File: config.mk
export PLATFORM = sky130hd
export DESIGN_NAME = spw_buffer_ctrl
export DESIGN_NICKNAME = d
export VERILOG_FILES = /design/src/rtl/spw_buffer_ctrl.sv
export SDC_FILE = /design/constraint.sdc
export NUM_CORES = 1
export LEC_CHECK = 0
export CELL_PAD_IN_SITES_DETAIL_PLACEMENT = 1
export CELL_PAD_IN_SITES_GLOBAL_PLACEMENT = 1
export CORE_AREA = 2 2 265 267
export CTS_CLUSTER_DIAMETER = 150
export DETAILED_ROUTE_END_ITERATION = 12
export DIE_AREA = 0 0 267 269
export HOLD_SLACK_MARGIN = 0.03
export PLACE_DENSITY_LB_ADDON = 0.2
export SYNTH_ARGS = -nofsm -noshare
export SYNTH_HDL_FRONTEND = slang
export SYNTH_SLANG_ARGS = --single-unit
File: constraint.sdc
create_clock -name clk_i -period 8.8 [get_ports clk_i]
set_input_delay 1.76 -clock clk_i [delete_from_list [all_inputs] [get_ports clk_i]]
set_output_delay 1.76 -clock clk_i [all_outputs]
set_load 0.02 [all_outputs]
File: src/rtl/spw_buffer_ctrl.sv
// Slot allocator and round-robin write arbiter for a shared pointer-addressed buffer.
// Optional duplicate-free detection is enabled by defining SPW_BUFFER_CTRL_ERR_CHK_EN.
module spw_buffer_ctrl #(
  parameter int PTR_WIDTH  = 3,
  parameter int DATA_WIDTH = 128,
  parameter int NUM_REQ    = 4
) (
  input  logic                          clk_i,
  input  logic                          rst_i,
  input  logic [NUM_REQ-1:0]            req_valid_i,
  input  logic [NUM_REQ*DATA_WIDTH-1:0] req_data_i,
  output logic [NUM_REQ-1:0]            req_grant_o,
  output logic [PTR_WIDTH-1:0]          grant_ptr_o,
  output logic                          buf_wr_en_o,
  output logic [PTR_WIDTH-1:0]          buf_write_ptr_o,
  output logic [DATA_WIDTH-1:0]         buf_write_data_o,
  input  logic                          free_valid_i,
  input  logic [PTR_WIDTH-1:0]          free_ptr_i,
  output logic                          buf_rd_en_o,
  output logic [PTR_WIDTH-1:0]          buf_read_ptr_o,
  output logic [PTR_WIDTH:0]            free_cnt_o,
  output logic                          full_o,
  output logic                          empty_o,
  output logic                          err_o
);

  localparam int DEPTH = 1 << PTR_WIDTH;
  localparam int RR_W  = $clog2(NUM_REQ);

  logic [DEPTH-1:0]     free_map_q, free_map_d;
  logic [RR_W-1:0]      rr_ptr_q, rr_ptr_d;
  logic [PTR_WIDTH:0]   free_cnt_q, free_cnt_d;
  logic                 full_q, full_d, empty_q, empty_d, err_q, err_d;

  logic                 alloc_s;
  logic [RR_W-1:0]      winner_s;
  logic [PTR_WIDTH-1:0] slot_s;
  logic                 was_free_s, free_acc_s;
  logic [DEPTH-1:0]     set_mask_s;

  function automatic logic [PTR_WIDTH-1:0] lowest_set(input logic [DEPTH-1:0] map);
    logic [PTR_WIDTH-1:0] idx;
    idx = '0;
    for (int i = DEPTH - 1; i >= 0; i--) begin
      if (map[i]) idx = PTR_WIDTH'(i);
      else        idx = idx;
    end
    return idx;
  endfunction

  // Rotate so the priority holder sits at bit 0, take the first set bit, rotate back.
  function automatic logic [RR_W-1:0] rr_pick(input logic [NUM_REQ-1:0] req,
                                              input logic [RR_W-1:0]    start);
    logic [NUM_REQ-1:0] rot;
    logic [RR_W-1:0]    off;
    logic [RR_W:0]      sum;
    rot = NUM_REQ'({req, req} >> start);
    off = '0;
    for (int i = NUM_REQ - 1; i >= 0; i--) begin
      if (rot[i]) off = RR_W'(i);
      else        off = off;
    end
    sum = {1'b0, start} + {1'b0, off};
    if (sum >= (RR_W+1)'(NUM_REQ)) sum = sum - (RR_W+1)'(NUM_REQ);
    else                           sum = sum;
    return sum[RR_W-1:0];
  endfunction

  // Write-side arbitration and buffer write port.
  always_comb begin
    alloc_s          = (|req_valid_i) & (|free_map_q) & ~rst_i;
    winner_s         = rr_pick(req_valid_i, rr_ptr_q);
    slot_s           = lowest_set(free_map_q);
    req_grant_o      = '0;
    grant_ptr_o      = '0;
    buf_wr_en_o      = 1'b0;
    buf_write_ptr_o  = '0;
    buf_write_data_o = '0;
    if (alloc_s) begin
      req_grant_o     = NUM_REQ'(1) << winner_s;
      grant_ptr_o     = slot_s;
      buf_wr_en_o     = 1'b1;
      buf_write_ptr_o = slot_s;
      for (int r = 0; r < NUM_REQ; r++) begin
        if (winner_s == RR_W'(r)) buf_write_data_o = req_data_i[r*DATA_WIDTH +: DATA_WIDTH];
        else                      buf_write_data_o = buf_write_data_o;
      end
    end else begin
      req_grant_o = '0;
    end
  end

  assign buf_rd_en_o    = free_valid_i;
  assign buf_read_ptr_o = free_ptr_i;

  // Next-state: bitmap, counter, round-robin pointer and status flags.
  always_comb begin
    was_free_s = free_map_q[free_ptr_i];
    free_acc_s = free_valid_i & ~was_free_s;
`ifdef SPW_BUFFER_CTRL_ERR_CHK_EN
    set_mask_s = free_acc_s ? (DEPTH'(1) << free_ptr_i) : '0;
    err_d      = err_q | (free_valid_i & was_free_s);
`else
    set_mask_s = free_valid_i ? (DEPTH'(1) << free_ptr_i) : '0;
    err_d      = 1'b0;
`endif
    // Clear after set so an illegal same-slot alloc+free stays consistent with the count.
    free_map_d = free_map_q | set_mask_s;
    if (alloc_s) begin
      free_map_d = free_map_d & ~(DEPTH'(1) << slot_s);
      rr_ptr_d   = (winner_s == RR_W'(NUM_REQ - 1)) ? '0 : winner_s + RR_W'(1);
    end else begin
      rr_ptr_d   = rr_ptr_q;
    end
    free_cnt_d = free_cnt_q - (PTR_WIDTH+1)'(alloc_s) + (PTR_WIDTH+1)'(free_acc_s);
    full_d     = (free_cnt_d == (PTR_WIDTH+1)'(0));
    empty_d    = (free_cnt_d == (PTR_WIDTH+1)'(DEPTH));
  end

  // State registers with synchronous reset.
  always_ff @(posedge clk_i) begin
    if (rst_i) begin
      free_map_q <= '1;
      rr_ptr_q   <= '0;
      free_cnt_q <= (PTR_WIDTH+1)'(DEPTH);
      full_q     <= 1'b0;
      empty_q    <= 1'b1;
      err_q      <= 1'b0;
    end else begin
      free_map_q <= free_map_d;
      rr_ptr_q   <= rr_ptr_d;
      free_cnt_q <= free_cnt_d;
      full_q     <= full_d;
      empty_q    <= empty_d;
      err_q      <= err_d;
    end
  end

  assign free_cnt_o = free_cnt_q;
  assign full_o     = full_q;
  assign empty_o    = empty_q;
  assign err_o      = err_q;

endmodule
After elaboration in Yosys (flattened, before gate mapping)
Index checks and enable logic that the tools add are counted.
{"block": "word_totals", "reg_bits": 16, "latch_bits": 0, "ram_bits": 0, "mem_bits_ro": 0, "inputBits": 522, "out_inout_bits": 150, "wordCells": 58, "mem_count": 0}
{"block": "classes", "addsub": 5, "n_mul": 0, "div": 0, "magnitude_cmp": 2, "eq_ne": 4, "shift": 4, "n_mux": 26, "n_bitwise": 8, "reduce_logical": 4}
{"cell": "128-bit 2-to-1 mux", "n": 5}
{"cell": "3-bit 2-to-1 mux", "n": 9}
{"cell": "8-bit 2-to-1 mux", "n": 2}
{"cell": "1-bit by 3-bit left shift with 8-bit output (first input constant)", "n": 2}
{"cell": "2-bit 2-to-1 mux", "n": 6}
{"cell": "8-bit AND", "n": 1}
{"cell": "8-bit inverter", "n": 1}
{"cell": "8-bit OR", "n": 1}
{"cell": "8-bit OR reduction", "n": 1}
{"cell": "8-bit by 2-bit >> shifter with 4-bit output", "n": 1}
{"cell": "4-bit by 1-bit adder with 4-bit output", "n": 1}
{"cell": "2-bit == test (second input constant)", "n": 2}
{"cell": "4-bit == test (second input constant)", "n": 1}
{"cell": "4-bit logical NOT", "n": 1}
{"cell": "3-bit by 4-bit less-than comparator with 1-bit output (second input constant)", "n": 1}
{"cell": "4-bit 2-to-1 mux", "n": 1}
{"cell": "4-bit OR reduction", "n": 1}
{"cell": "1-bit by 2-bit left shift with 4-bit output (first input constant)", "n": 1}
{"cell": "4-bit by 1-bit subtractor with 4-bit output", "n": 1}
{"cell": "2-bit by 2-bit adder with 3-bit output", "n": 1}
{"cell": "1-bit AND", "n": 3}
{"cell": "1-bit binary-select mux with 3-bit select", "n": 1}
{"cell": "3-bit greater-or-equal comparator (second input constant)", "n": 1}
{"cell": "2-bit by 1-bit adder with 2-bit output (second input constant)", "n": 1}
{"cell": "other kinds (5)", "n": 7}

Logic depth before layout (Yosys ltp)
Gate-level depths: netlist (run 1).
{"block": "logic_depth", "depth_word": 14, "mapped_depth": 16, "depth_no_buf": 11}

Worst setup path before layout (run 1)
OpenSTA, ideal clock, no wires.
{"block": "synth_timing", "path_type": "input -> output", "start": "input req_valid_i[0]", "end": "output buf_write_data_o[126]", "arrival_time_ps": 4140, "required_ps": 7040, "slack_ps": 2900, "path_stages": 13, "n_path_buf": 4, "path_cell_list": "buf_6 or4_1 o2111ai_1 ha_1 xnor2_1 ha_1 buf_2 clkbuf_1 clkbuf_1 a21oi_1 o21ai_0 a22oi_1 nor2_1"}
{"block": "synth_between", "elab_chain_cells": 14, "elab_cells_between_ends": 21, "cone_classes": "2 x add/sub; 1 x order compare; 3 x eq/ne; 1 x shift; 10 x mux; 2 x bitwise; 2 x reduce/logical"}
{"element": "from (decl)", "line": "10", "rtl": "input logic [NUM_REQ-1:0] req_valid_i,"}
{"element": "8-bit by 2-bit >> shifter with 4-bit output", "line": "57", "rtl": "rot = NUM_REQ'({req, req} >> start);"}
{"element": "2-bit 2-to-1 mux (4 in a row)", "line": "60", "rtl": "if (rot[i]) off = RR_W'(i);"}
{"element": "2-bit by 2-bit adder with 3-bit output", "line": "63", "rtl": "sum = {1'b0, start} + {1'b0, off};"}
{"element": "3-bit greater-or-equal comparator / 2-bit by 1-bit subtractor with 2-bit output (equally long branches)", "line": "64", "rtl": "if (sum >= (RR_W+1)'(NUM_REQ)) sum = sum - (RR_W+1)'(NUM_REQ);"}
{"element": "2-bit 2-to-1 mux", "line": "64"}
{"element": "2-bit logical NOT", "line": "85", "rtl": "if (winner_s == RR_W'(r)) buf_write_data_o = req_data_i[r*DATA_WIDTH +: DATA_WIDTH];"}
{"element": "128-bit 2-to-1 mux (4 in a row)", "line": "85"}
{"element": "128-bit 2-to-1 mux (*)", "line": "79", "rtl": "if (alloc_s) begin"}
{"element": "to (decl)", "line": "16", "rtl": "output logic [DATA_WIDTH-1:0] buf_write_data_o,"}
Every way passes the cells marked *; elsewhere a longest branch is shown, timed or not.

Worst setup path after layout (run 1)
{"block": "layout_timing", "start": "input req_valid_i[0]", "end": "output buf_write_data_o[11]"}
Same word-level chain as after synthesis.

==> results of run 1 <==
## Yosys cell counts, types with 3 or more instances
cell,number,area share
a21oi_1,6,0.0056
a221oi_1,128,0.21
and2_1,129,0.15
buf_1,4,0.0028
buf_2,20,0.019
buf_4,8,0.011
buf_6,11,0.023
clkbuf_1,69,0.048
dfxtp_1,16,0.060
ha_1,9,0.021
inv_1,10,0.0070
nand2_1,139,0.097
nand2b_1,4,0.0047
nor2_1,16,0.011
nor2b_1,3,0.0035
nor3_1,4,0.0037
nor4_1,4,0.0047
o21ai_0,244,0.23
o21ai_1,14,0.013
o21bai_1,3,0.0042
or2_2,4,0.0047
xnor2_1,3,0.0049
## where the power goes
group	switching [mW]	internal, mW
clock	0.0288	0.0597
sequential	0.0145	0.0853
combinational	2.32	1.76
total	2.36	1.90
## routing by layer
layer | up-vias | track usage | part of all wire
met4 | 4 | 0.03599 | 0.019
met1 | 4462 | 0.1371 | 0.38
met3 | 42 | 0.03068 | 0.073
li1 | 4435 | - | -
met5 | - | 0 | 0.00046
met2 | 419 | 0.2467 | 0.53
## flip-flops by register name, summed over array words and instances, names as in the netlist
name,count
free_cnt_o,4
empty_o,1
rr_ptr_q,2
free_map_q,8
full_o,1
## cells in the final DEF (no fill, tap or decap), types with 2 or more instances in the layout
master / n
a211o_1: 2
a21o_1: 2
a21oi_1: 6
a221oi_1: 128
a31oi_1: 2
and2_1: 129
buf_12: 11
buf_4: 8
clkbuf_16: 3
clkdlybuf4s50_1: 670
dfxtp_1: 16
diode_2: 8
ha_1: 6
ha_4: 3
inv_1: 9
inv_4: 2
mux4_2: 2
nand2_1: 139
nand2b_1: 4
nand3_1: 2
nor2_1: 16
nor2b_1: 2
nor3_1: 4
nor3b_1: 2
nor4_1: 4
o21a_1: 2
o21ai_0: 244
o21ai_1: 14
o21bai_1: 3
o32a_1: 2
or2_2: 4
or4_1: 2
xnor2_1: 3
xor2_1: 2
## worst max-delay path, delay by kind of cell
| kind | cells | cell delay (ps) |
|---|---|---|
| AO/OA/AOI/OAI | 3 | 510 |
| adder cells (fa/ha/maj) | 2 | 640 |
| buffers and inverters | 4 | 1760 |
| AND/OR/NAND/NOR | 3 | 1080 |
## logic make-up (layout without fill, tap and decap cells)
| logic type | after synthesis | in the layout |
|---|---|---|
| xor+xnor | 5 | 5 |
| mux | 3 | 3 |
| buf+inv | 124 | 704 |
| other cells | 1 | 9 |
| fa+ha+maj | 10 | 10 |
| compound gates | 414 | 414 |
| flops | 16 | 16 |
| simple gates | 313 | 313 |
## worst paths after layout
path,end,slack (ps),depth (start not counted)
max,buf_write_data_o[11],1240,12
min,free_map_q[3],530,2
max reg2reg,full_o,4980,12
min reg2reg,free_map_q[3],530,2
## through the flow
step / worst slack [ps] / hold slack (ps) / instance area (um^2) / utilization
floorplan: 2900 / 476.4 / 5378 / -
global placement: 1109 / 505.0 / 13030 / 0.1881
detailed placement: 1074 / 529.5 / 13030 / 0.1881
CTS: 1062 / 537.7 / 13110 / 0.1892
global route: 831.8 / 572.6 / 13130 / 0.1894
finish: 1244 / 533.6 / 13130 / 0.1894
## final cells by class
type	count	area, um^2	share of cell area
sequential	16	320.3	0.02440
inverter	12	51.30	0.003907
tap	940	1176	0.08958
multi-input combinational	746	4499	0.3427
clock buffer	3	75.07	0.005718
timing repair buffer	689	6987	0.5322
antenna	8	20.02	0.001525
==> metrics.md, run 1 <==
| Metric | Value |
|---|---|
| Vias per cell | between 3 and 4 |
| Post-synth EDFFs | 0 |
| Dpl hpwl | around 39000 um |
| P&R area growth vs syn | 144.1% |
| Clock root cell | clkbuf_16 |
| Crit. End Element | output pin |
| Async set-reset flop share out of synthesis | 0 |
| First DRT Iteration DRCs | about 370 |
| WP data arrival | around 5800 ps |
| Pleak | roughly 4.3 nW |
| Post-synthesis sequential area ratio | 0.05956 |
| Final setup violation count | 0 |
| CTS Buffer Depth | 2 |
| Clock Latency Late Sink | between 200 and 300 ps |
| Rows | between 90 and 100 |
| Adder-Cell Fraction of Synth Area | 0.02466 |
| Synth Area in Compound Gates | 0.4884 |
| Mean Syn Cell Area | around 6.1 um^2 |
| Power per cell area | ~320 nW/um^2 |
| Largest net degree at the start of global routing | 85 |
| Hold Vio Cnt, Final | 0 |
| Vias in the first global route | slightly above 10000 |
| H-tree lvl count | 1 |
| Final wirelength | just under 50000 um |
| Largest family of logic cells by synthesized area | compound AO/OA/AOI/OAI gates |
| Worst reg2reg startpoint | free_map_q[4] |
| CP max-delay cell | clkdlybuf4s50_1 |
| CTS tree | done |
| Syn nets | 1418 |
| Residual DRC | 0 |
| Chip width | approximately 270 um |
| Post-synthesis mux area share | 0.01024 |
| Synth Area in Simple Gates | 0.2962 |
| Status | finished, final reports clean |
| WL/cell | 20.61 um |
| Cells after Synth | ~900 |
| HP Class | flop to flop |
| Gpl congestion | roughly 0.79 |
| Hold Path Origin | free_map_q[3] |
| Core ar. | between 60000 and 70000 um^2 |
| Post-synth top flop | dfxtp_1 |
| GRT Total Usage | 0.1278 |
| Fin nets | 2000 |
| Max-cap check violation count | 0 |
| Max-Slew Margin vs Limit | 0.4842 |
| FF+latch count, synth | 16 |
| Maximum clock rate | between 100 and 150 MHz |
| Pre-antenna DRT Iters | 4 |
| Setup TNS | 0 ps |
| Crit path cell chain | clkdlybuf4s50_1 > or4_1 > o2111ai_1 > ha_1 > inv_1 > ha_1 > nor2b_4 > buf_4 > a221oi_1 > o21ai_0 > and2_1 > clkdlybuf4s50_1 |
| WP data required | approximately 7000 ps |
| Port buffer count | 670 |
| Hold_buf cts | 0 |
| CP max stage delay | about 600 ps |
| Layout filler cell count | 8290 |
| Final Skew | 5.418 ps |
| Fin crit share | 0.8586 |
| Inst Count DP | ~2400 |
| Height of the die | roughly 270 um |
| First-pass GRT wire length | around 69000 um |
| Routed Antenna Nets | 0 |
| DIE AREA | about 70000 um^2 |
| CP Class | input port to output pin |
| Initial antenna violation count | 15 |
| Pins over their slew limit | 0 |
| Initial Utilization | 0.07760 |
| Number of setup buffers added after CTS | 0 |
| Max FO, Critical Path | 28 |
| Io pins | approximately 670 |
| Post-synth cell types | 49 |
| Vias | between 9000 and 10000 |
| GRT Residual Overflow | 0 |
| CTS resizes | 0 |
| CTS Buf Count | 3 |
| Slew @ Worst Pin | about 770 ps |
| CTS Sinks | 16 |
| Max IR drop VDD | between 0.0002 and 0.00025 V |
| Total power | about 4.3 mW |
| Post-route insts no fill | approximately 2400 |
| Startpoint types | input port |
| Yosys warning count | 0 |
| Clock-pin slew on the worst setup and hold paths | approximately 50 ps |
| Min Clock Period, post-route | 7556 ps |
| RSZ-0062 raised after global routing | false |
| Worst Setup SP | req_valid_i[0] |
| Post-synthesis xor/xnor area fraction | 0.008143 |
| Layout cells sized above 1 | 0.02592 |
| Synthesized area | 5378 um^2 |
Power figures use the tool's default switching activity.
==> inputs of run 2 (changes only) <==
--- a/config.mk
+++ b/config.mk
@@ -7,10 +7,10 @@
 export LEC_CHECK = 0
 export CELL_PAD_IN_SITES_DETAIL_PLACEMENT = 1
 export CELL_PAD_IN_SITES_GLOBAL_PLACEMENT = 1
-export CORE_AREA = 2 2 265 267
+export CORE_AREA = 2 2 258 260
 export CTS_CLUSTER_DIAMETER = 150
 export DETAILED_ROUTE_END_ITERATION = 12
-export DIE_AREA = 0 0 267 269
+export DIE_AREA = 0 0 260 262
 export HOLD_SLACK_MARGIN = 0.03
 export PLACE_DENSITY_LB_ADDON = 0.2
 export SYNTH_ARGS = -nofsm -noshare
==> constraint.sdc (replaced) <==
create_clock -name clk_i -period 8.06 [get_ports clk_i]
set_input_delay 1.612 -clock clk_i [delete_from_list [all_inputs] [get_ports clk_i]]
set_output_delay 1.612 -clock clk_i [all_outputs]
set_load 0.02 [all_outputs]
==> run 2 against run 1 <==
Effect of this change:
- global-route usage is 0.26 points higher
- utilization is 1.0 points higher
- setup slack worse by 440 ps
- cell count is 3.1% lower
- clock power is 28% higher
- power is 8.7% higher
- register-to-register slack worse by 80 ps
- non-clock buffer count is 1 higher
- worst hold slack hardly changed
- via count is 0.38% higher
- sequential cell count stayed put
- cell area is 0.60% lower
==> metrics.md, run 2 (synthesis results as in run 1) <==
| Metric | Value |
|---|---|
| Number of setup buffers added after CTS | 0 |
| First-pass GRT wire length | 66920 um |
| H-tree lvl count | 1 |
| Layout cells sized above 1 | 0.02725 |
| Core ar. | approximately 65000 um^2 |
| HP Class | flop to flop |
| CTS Sinks | 16 |
| Design area | approximately 13000 um^2 |
| Io pins | about 670 |
| Status | finished, final reports clean |
| Pins over their slew limit | 0 |
| Final Skew | about 3.5 ps |
| CTS Buf Count | 3 |
| Maximum clock rate | 137.8 MHz |
| Hold Path Origin | free_map_q[1] |
| CTS Buffer Depth | 2 |
| Fin nets | between 2000 and 2500 |
| WP data arrival | about 5700 ps |
| Biggest register | free_map_q |
| WL/cell | between 20 and 25 um |
| Rows | 94 |
| RSZ-0062 raised after global routing | false |
| Height of the die | 262 um |
| R2R Path End | full_o |
| Worst R2R Setup Slack | 4900 ps |
| Power per cell area | roughly 350 nW/um^2 |
| Most common cell after layout, fill and taps aside | clkdlybuf4s50_1 |
| Hold_buf cts | 0 |
| Max FO, Critical Path | 76 |
| Reg2reg path depth | 12 |
| GRT Total Usage | 0.1304 |
| CTS resizes | 0 |
| Max-cap check violation count | 0 |
| P&R area growth vs syn | 142.7% |
| Hold Vio Cnt, Final | 0 |
| Crit. End Element | output pin |
| Port buffer count | between 600 and 700 |
| Pleak | 4.325 nW |
| CTS tree | done |
| Most frequent cells in the layout | 670 x clkdlybuf4s50_1, 244 x o21ai_0, 139 x nand2_1 |
| Clock Latency Late Sink | approximately 260 ps |
| WP data required | 6450 ps |
| Worst hold endpoint | free_map_q[1] |
| Startpoint types | input port |
| Vias | approximately 9400 |
| GRT Residual Overflow | 0 |
| Routed Antenna Nets | 0 |
| Fin crit share | 0.9004 |
| Largest net degree at the start of global routing | 129 |
| Initial Utilization | 0.08238 |
| Max-Slew Margin vs Limit | 0.4470 |
| Min Clock Period, post-route | approximately 7300 ps |
| DIE AREA | around 70000 um^2 |
| Max IR drop VDD | 0.0002627 V |
| Initial antenna violation count | 8 |
| Layout filler cell count | roughly 7800 |
| Setup TNS | 0 ps |
| Worst reg2reg startpoint | free_map_q[4] |
| Slew @ Worst Pin | 826.9 ps |
| Worst Setup SP | req_valid_i[3] |
| Clock-pin slew on the worst setup and hold paths | 60 ps |
| Gpl congestion | roughly 0.81 |
| Clock root cell | clkbuf_16 |
| Cell Area, Placed | ~13000 um^2 |
| Final wirelength | approximately 50000 um |
| Vias per cell | around 4 |
| Final setup violation count | 0 |
| Chip width | 260 um |
| First DRT Iteration DRCs | 275 |
| Residual DRC | 0 |
| Vias in the first global route | 9950 |
| CP Class | input port to output pin |
| Hold path depth | 2 |
| Dpl hpwl | between 30000 and 40000 um |
| Pre-antenna DRT Iters | 6 |
| Max reg flops | 8 |
## run 2: cell types whose count changed in the layout (fill, tap and decap cells not counted)
| cell | previous run | this run |
|---|---|---|
| clkbuf_8 | 0 | 1 |
| diode_2 | 8 | 6 |
| buf_4 | 8 | 9 |
## run 2: layer usage
metal / vias to the layer above / track usage / part of all wire / wire length [um]
li1: 4441 / - / - / -
met1: 4515 / 0.1369 / 0.37 / 17930
met2: 407 / 0.2569 / 0.53 / 25980
met3: 35 / 0.03299 / 0.078 / 3781
met4: 0 / 0.03033 / 0.019 / 926
met5: - / 0 / 0 / 0
## run 2: worst max path at each step
stage | cells after the start | slack, ps | end
6_report | 13 | 800 | buf_write_data_o[62]
2_1_floorplan | 13 | 2460 | buf_write_data_o[126]
4_1_cts | 13 | 900 | buf_write_data_o[62]
3_3_place_gp | 12 | 930 | buf_write_data_o[30]
3_5_place_dp | 13 | 910 | buf_write_data_o[62]
5_1_grt | 13 | 660 | buf_write_data_o[53]
## run 2: metrics by stage
stage	total power [mW]	util	hold WS [ps]	worst slack, ps	cells
finish	4.632	0.1999	533.3	802.6	2338
global route	5.061	0.1999	571.3	655.7	2337
CTS	4.732	0.1997	538.8	904.1	2332
detailed placement	4.599	0.1983	525.4	908.8	2328
global placement	4.594	0.1983	507.9	930.2	2328
floorplan	2.570	-	476.4	2456	886
## run 2: cell type report
type	count	area, um^2	area share
flip-flops and latches	16	320.3	0.02454
repair buffers	690	6994	0.5360
inverters	12	51.30	0.003931
clock buffers	4	88.84	0.006807
diodes	6	15.01	0.001151
multi-input cells	746	4499	0.3448
well taps	864	1081	0.08284
## run 2: worst max-delay path: stages
cell	delay, ps
clkdlybuf4s50_1	670
nor2_1	90
or4_1	400
o2111ai_1	90
ha_1	230
xnor2_1	150
ha_1	270
nor2b_4	150
buf_12	180
a221oi_1	740
o21ai_0	210
and2_1	190
clkdlybuf4s50_1	530
## run 2: where the power goes
part | leakage [nW] | internal [mW] | switching [mW]
registers | 0.132 | 0.0930 | 0.0163
logic | 4.15 | 1.92 | 2.49
clock network | 0.0442 | 0.0757 | 0.0371
total | 4.32 | 2.09 | 2.54
